File: src/rtl/sh4a_alu_arbiter.sv
// Round-robin share of the SH4A integer ALU between the execute pipe (port 0) and
// the address unit (port 1). Results return through credit-guarded per-port FIFOs.
module sh4a_alu_arbiter #(
    parameter int         TAG_W     = 4,
    parameter int         RSP_DEPTH = 2,
    parameter logic [5:0] NOP_OP    = 6'h3F
) (
    input  logic             clk,
    input  logic             rst_n,
    input  logic             req0_valid,
    output logic             req0_ready,
    input  logic [31:0]      req0_src1,
    input  logic [31:0]      req0_src2,
    input  logic [5:0]       req0_op,
    input  logic [TAG_W-1:0] req0_tag,
    input  logic             req1_valid,
    output logic             req1_ready,
    input  logic [31:0]      req1_src1,
    input  logic [31:0]      req1_src2,
    input  logic [5:0]       req1_op,
    input  logic [TAG_W-1:0] req1_tag,
    output logic             rsp0_valid,
    input  logic             rsp0_ready,
    output logic [31:0]      rsp0_dest,
    output logic             rsp0_t,
    output logic [TAG_W-1:0] rsp0_tag,
    output logic             rsp1_valid,
    input  logic             rsp1_ready,
    output logic [31:0]      rsp1_dest,
    output logic             rsp1_t,
    output logic [TAG_W-1:0] rsp1_tag,
    output logic [31:0]      alu_src1,
    output logic [31:0]      alu_src2,
    output logic [5:0]       alu_op,
    input  logic [31:0]      alu_dest,
    input  logic             alu_t
);
    localparam int PTR_W = $clog2(RSP_DEPTH);
    localparam int CNT_W = PTR_W + 1;
    localparam int ENT_W = 32 + 1 + TAG_W;
    localparam logic [CNT_W-1:0] CNT_MAX = CNT_W'(RSP_DEPTH);

    logic [1:0]       req_valid;
    logic [1:0]       rsp_ready;
    logic [1:0]       eligible;
    logic [1:0]       grant;
    logic [1:0]       push;
    logic [1:0]       pop;
    logic [1:0]       rsp_valid;
    logic [31:0]      req_src1 [2];
    logic [31:0]      req_src2 [2];
    logic [5:0]       req_op   [2];
    logic [TAG_W-1:0] req_tag  [2];
    logic [ENT_W-1:0] head     [2];
    logic             accept;
    logic             sel;

    logic             rr_q, rr_d;
    logic [CNT_W-1:0] cnt_q [2], cnt_d [2];
    logic [31:0]      alu_src1_q, alu_src1_d;
    logic [31:0]      alu_src2_q, alu_src2_d;
    logic [5:0]       alu_op_q, alu_op_d;
    logic             s1_valid_q, s1_valid_d;
    logic             s1_port_q, s1_port_d;
    logic [TAG_W-1:0] s1_tag_q, s1_tag_d;
    logic             s2_valid_q, s2_valid_d;
    logic             s2_port_q, s2_port_d;
    logic [TAG_W-1:0] s2_tag_q, s2_tag_d;
    logic [ENT_W-1:0] mem_q [2][RSP_DEPTH];
    logic [ENT_W-1:0] mem_d [2][RSP_DEPTH];
    logic [PTR_W-1:0] wr_ptr_q [2], wr_ptr_d [2];
    logic [PTR_W-1:0] rd_ptr_q [2], rd_ptr_d [2];
    logic [CNT_W-1:0] fill_q [2], fill_d [2];

    assign req_valid   = {req1_valid, req0_valid};
    assign rsp_ready   = {rsp1_ready, rsp0_ready};
    assign req_src1[0] = req0_src1;
    assign req_src1[1] = req1_src1;
    assign req_src2[0] = req0_src2;
    assign req_src2[1] = req1_src2;
    assign req_op[0]   = req0_op;
    assign req_op[1]   = req1_op;
    assign req_tag[0]  = req0_tag;
    assign req_tag[1]  = req1_tag;

    // Eligibility looks only at the registered credit count, so a pop frees a slot next cycle.
    assign eligible[0] = req_valid[0] && (cnt_q[0] < CNT_MAX);
    assign eligible[1] = req_valid[1] && (cnt_q[1] < CNT_MAX);

    always_comb begin
        grant = eligible;
        rr_d  = rr_q;
        if (&eligible) begin
            grant = rr_q ? 2'b01 : 2'b10;
            rr_d  = ~rr_q;
        end
    end

    assign accept     = |grant;
    assign sel        = grant[1];
    assign req0_ready = grant[0];
    assign req1_ready = grant[1];

    always_comb begin
        alu_src1_d = alu_src1_q;
        alu_src2_d = alu_src2_q;
        alu_op_d   = NOP_OP;
        s1_valid_d = accept;
        s1_port_d  = sel;
        s1_tag_d   = req_tag[sel];
        if (accept) begin
            alu_src1_d = req_src1[sel];
            alu_src2_d = req_src2[sel];
            alu_op_d   = req_op[sel];
        end
        s2_valid_d = s1_valid_q;
        s2_port_d  = s1_port_q;
        s2_tag_d   = s1_tag_q;
    end

    assign rsp_valid[0] = (fill_q[0] != '0);
    assign rsp_valid[1] = (fill_q[1] != '0);

    // The ALU result for a stage-2 op is valid now; credits guarantee a free FIFO slot.
    always_comb begin
        mem_d = mem_q;
        for (int p = 0; p < 2; p++) begin
            push[p]     = s2_valid_q && (s2_port_q == 1'(p));
            pop[p]      = rsp_valid[p] && rsp_ready[p];
            wr_ptr_d[p] = wr_ptr_q[p] + PTR_W'(push[p]);
            rd_ptr_d[p] = rd_ptr_q[p] + PTR_W'(pop[p]);
            fill_d[p]   = fill_q[p] + CNT_W'(push[p]) - CNT_W'(pop[p]);
            cnt_d[p]    = cnt_q[p] + CNT_W'(grant[p]) - CNT_W'(pop[p]);
            if (push[p]) begin
                mem_d[p][wr_ptr_q[p]] = {alu_dest, alu_t, s2_tag_q};
            end
            head[p] = mem_q[p][rd_ptr_q[p]];
        end
    end

    always_ff @(posedge clk or negedge rst_n) begin
        if (!rst_n) begin
            rr_q       <= 1'b1;
            alu_src1_q <= '0;
            alu_src2_q <= '0;
            alu_op_q   <= NOP_OP;
            s1_valid_q <= 1'b0;
            s1_port_q  <= 1'b0;
            s1_tag_q   <= '0;
            s2_valid_q <= 1'b0;
            s2_port_q  <= 1'b0;
            s2_tag_q   <= '0;
            for (int p = 0; p < 2; p++) begin
                cnt_q[p]    <= '0;
                fill_q[p]   <= '0;
                wr_ptr_q[p] <= '0;
                rd_ptr_q[p] <= '0;
                for (int i = 0; i < RSP_DEPTH; i++) begin
                    mem_q[p][i] <= '0;
                end
            end
        end else begin
            rr_q       <= rr_d;
            alu_src1_q <= alu_src1_d;
            alu_src2_q <= alu_src2_d;
            alu_op_q   <= alu_op_d;
            s1_valid_q <= s1_valid_d;
            s1_port_q  <= s1_port_d;
            s1_tag_q   <= s1_tag_d;
            s2_valid_q <= s2_valid_d;
            s2_port_q  <= s2_port_d;
            s2_tag_q   <= s2_tag_d;
            cnt_q      <= cnt_d;
            fill_q     <= fill_d;
            wr_ptr_q   <= wr_ptr_d;
            rd_ptr_q   <= rd_ptr_d;
            mem_q      <= mem_d;
        end
    end

    assign alu_src1 = alu_src1_q;
    assign alu_src2 = alu_src2_q;
    assign alu_op   = alu_op_q;

    // An empty FIFO presents zeros rather than a stale head entry.
    assign rsp0_valid = rsp_valid[0];
    assign rsp0_dest  = rsp_valid[0] ? head[0][ENT_W-1 -: 32] : '0;
    assign rsp0_t     = rsp_valid[0] ? head[0][TAG_W] : 1'b0;
    assign rsp0_tag   = rsp_valid[0] ? head[0][TAG_W-1:0] : '0;
    assign rsp1_valid = rsp_valid[1];
    assign rsp1_dest  = rsp_valid[1] ? head[1][ENT_W-1 -: 32] : '0;
    assign rsp1_t     = rsp_valid[1] ? head[1][TAG_W] : 1'b0;
    assign rsp1_tag   = rsp_valid[1] ? head[1][TAG_W-1:0] : '0;

endmodule

File: config.mk
export PLATFORM = sky130hd
export DESIGN_NAME = sh4a_alu_arbiter
export DESIGN_NICKNAME = d
export VERILOG_FILES = /design/src/rtl/sh4a_alu_arbiter.sv
export SDC_FILE = /design/constraint.sdc
export NUM_CORES = 1
export LEC_CHECK = 0
export ABC_AREA = 0
export CAP_MARGIN = 10
export CORE_MARGIN = 3
export CORE_UTILIZATION = 35
export CTS_CLUSTER_SIZE = 25
export DETAILED_ROUTE_END_ITERATION = 10
export GPL_TIMING_DRIVEN = 1
export HOLD_SLACK_MARGIN = 0.06
export PLACE_DENSITY = 0.73
export SETUP_SLACK_MARGIN = 0.1
export SYNTH_ARGS = -nofsm -noshare
export SYNTH_HDL_FRONTEND = slang
export SYNTH_SLANG_ARGS = --single-unit
File: constraint.sdc
create_clock -name clk -period 2.1 [get_ports clk]
set_clock_uncertainty 0.1 [all_clocks]
set_input_delay 0.525 -clock clk [delete_from_list [all_inputs] [get_ports clk]]
set_output_delay 0.525 -clock clk [all_outputs]
set_load 0.05 [all_outputs]
==> out/qor.yml <==
status:
  outcome: "complete, but fails checks"
  violations: "setup timing"
clock_network:
  cts.path.max_buffers: 3
  cts.sinks: 243
  cts_buffers: 28
  cts_tree: "built"
  worstSkewPairLatency_ns: 0.53
  cts_root_buf: "clkbuf_16"
  htreeDepth: 1
  clkTransAtPathRegs_ns: 0.07
timing:
  drv_slew: 0
  min_period_over_period_pct: 114
  max_slew_margin_pct: 68.0
  hold_viol: 0
  fin_crit_ns: 2.39
  grt_setup_unrepaired: "yes"
  fmax_ghz: 0.419
  layout_setup_ws_ns: -0.288
  tightestPinTransition_ns: 0.481
  setup_viol: 76
logic_synthesis:
  ys_ff_latch: 243
  syn_area_per_cell_um2: 13.2
  syn_nets: 981
  synthTopCellsByArea: "dfrtp_1, mux2_2, mux2i_1"
  ys_seq_area_share_pct: 58.5
  ys.flop_type: "dfrtp_1"
  async_flop_share_pct: 100
  yosys-top-cells-count: "dfrtp_1, mux2_2, mux2i_1"
  yosysWarnings: 0
  ys_types: 22
  synth_top_cell_by_area: "dfrtp_1"
  synth_top_area_share_pct: 56.7
  synthesis.instances: 788
  synth_edf_count: 0
  synth_most_common_cell: "dfrtp_1"
  syn_area_um2: 10400
grt:
  grt_overflow: 0
  gr-usage-all-layers_pct: 20.0
  grt_pass1_wl_mm: 49.5
  antenna_found_initial: 11
  grt_pass1_vias: 8637
  grt_max_degree: 52
critical_path:
  crit_slowest_cell: "dfrtp_2"
  path_buf_inv: 2
  rr_startpoint: "cnt_q[1]"
  critPathRequiredTime_ns: 1.47
  crit_chain: "buf_12 -> mux2i_1 -> nor2_2 -> buf_12"
  r2r_end: "alu_src2[11]"
  crit_type: "reg -> out"
  reg2reg_depth: 7
  start_kind: "register"
  cp-end-kind: "output port"
  cp.arrival_ns: 1.76
  max_stage_delay_ns: 0.46
  critical_path.top_delay_family: "flip-flops"
  cpMostUsedCell: "buf_12"
  worstPathMaxFanout: 16
  reg2reg_slack_ns: 0.22
final_layout:
  finalInstanceArea_um2: 16700
  area.growth.synth_to_final_pct: 60.0
  final_cells: 1578
  post_route_cells_drive_above_1_share_pct: 43.6
  final_nets: 1355
  utilization_pct: 57.4
floorplanning:
  die_x_um: 178
  die-height_um: 178
  num_rows: 62
  core_area_um2: 29000
  start_util_pct: 35.9
  io_pins: 335
  dieArea_um2: 31800
place:
  dp.cells: 1490
  place_hpwl_mm: 21.9
  portBuffers: 334
  globalplace.congestion: 0.863
  placed_area_um2: 14800
routing:
  remaining_drc_errors: 0
  vias: 8055
  wirelength_mm: 33.4
  firstDrtPassIters: 7
  antenna_left: 0
  wl_per_cell_um: 21.1
  drt_iter0_drc: 533
  viasPerCell: 5.10
pwr:
  power.leakage_uw: 0.00742
  fin_total_pwr_uw: 32100
  p_per_area_nw_per_um2: 1930
  ir_drop_mv: 1.24
hold_path:
  hold_depth: 0
  hp-start: "s1_valid_q"
  hold_end: "s2_valid_q"
  hp-class: "reg -> reg"
run:
  maxCapViolations: 0
==> worst register-to-register path, delay by kind of cell, from the launching register on <==
family                 cells  cell delay, ns
AO/OA/AOI/OAI              2            0.56
buffers and inverters      4            0.53
AND/OR/NAND/NOR            1            0.17
flip-flops                 1            0.39
==> state kept, by name, indices dropped and copies added (netlist names), 2 cells and up <==
register and count:
alu_op 6, alu_src1 32, alu_src2 32, cnt_q 4
fill_q 4, mem_q 148, rd_ptr_q 2, s1_tag_q 4
s2_tag_q 4, wr_ptr_q 2
==> metal layers <==
| layer | vias up | wire length (um) | track usage, % | share of wire [%] |
|---|---|---|---|---|
| met2 | 350 | 16600 | 33.5 | 50 |
| li1 | 3588 | - | - | - |
| met1 | 4048 | 12600 | 23.7 | 38 |
| met3 | 67 | 3060 | 6.77 | 9.2 |
| met4 | 2 | 1130 | 7.63 | 3.4 |
| met5 | - | 13 | 0 | 0.039 |
==> power by group <==
group          switching [uW]  leakage [uW]  internal (uW)
sequential               1440       0.00291           7030
combinational           10300       0.00401           8070
clock                    1960      0.000500           3280
total                   13700       0.00742          18400
==> timing repair <==
action | CTS | global route
pin swaps | 6 | 8
cloned | 5 | 4
endpoints found under the hold margin | 40 | 0
resized for setup | 85 | 32
setup buffers | 17 | 1
endpoints found under the setup margin | 78 | 80
hold buffers | 1 | 0
==> final cells by class <==
class / instances / area [um2]
Antenna cell: 10 / 25.0
Clock buffer: 38 / 800
Clock inverter: 14 / 205
Fill cell: 2341 / 12400
Inverter: 73 / 282
Multi-Input combinational cell: 418 / 4270
Sequential cell: 243 / 6090
Tap cell: 384 / 480
Timing Repair Buffer: 398 / 4490
==> placed cells by master, fill, tap and decap left out, drive strengths merged <==
cell type,synthesis,routed
bufinv,0,5
inv,73,74
clkdlybuf4s50,0,183
dfstp,7,7
a222oi,64,64
o21ai,4,4
dlygate4sd2,0,1
dlygate4sd3,0,1
clkinv,0,8
dfrtp,236,236
xor2,1,1
nor2,81,81
mux2,152,152
nand2b,2,2
xnor2,8,8
nor2b,2,2
a21oi,1,1
mux2i,84,84
nand2,8,8
dlymetal6s2s,0,1
buf,37,208
diode,0,10
and2,4,4
o21a,1,1
clkbuf,17,42
ha,6,6
==> cell families (layout without fill, tap and decap cells) <==
kind of cell,after synthesis,count (layout),share of synthesized area (%)
AND/OR/NAND/NOR,97,97,3.76
other,0,10,0
flip-flops,243,243,58.5
multiplexers,236,236,24.5
adder cells (fa/ha/maj),6,6,0.721
XOR/XNOR,9,9,0.757
AO/OA/AOI/OAI,70,70,6.50
buffers and inverters,127,523,5.24
==> per-stage QoR <==
step | hold WS [ns] | worst slack, ns | TNS (ns)
2_1_floorplan | 0.129 | -0.0188 | -0.191
3_3_place_gp | 0.238 | -0.243 | -8.10
3_5_place_dp | 0.238 | -0.297 | -10.73
4_1_cts | 0.264 | -0.321 | -19.24
5_1_grt | 0.265 | -0.360 | -22.81
6_report | 0.258 | -0.288 | -16.92
==> worst max-delay path by stage <==
| stage | startpoint | to | cells past startpoint |
|---|---|---|---|
| 2_1_floorplan | fill_q[0] | rsp1_dest[0] | 4 |
| 3_3_place_gp | req1_valid | alu_src2[11] | 7 |
| 3_5_place_dp | req0_valid | cnt_q[3] | 6 |
| 4_1_cts | rd_ptr_q[1] | rsp0_dest[22] | 4 |
| 5_1_grt | rd_ptr_q[0] | rsp1_dest[12] | 4 |
| 6_report | rd_ptr_q[0] | rsp1_tag[3] | 4 |
No activity file was read; power rests on OpenSTA's default activity.
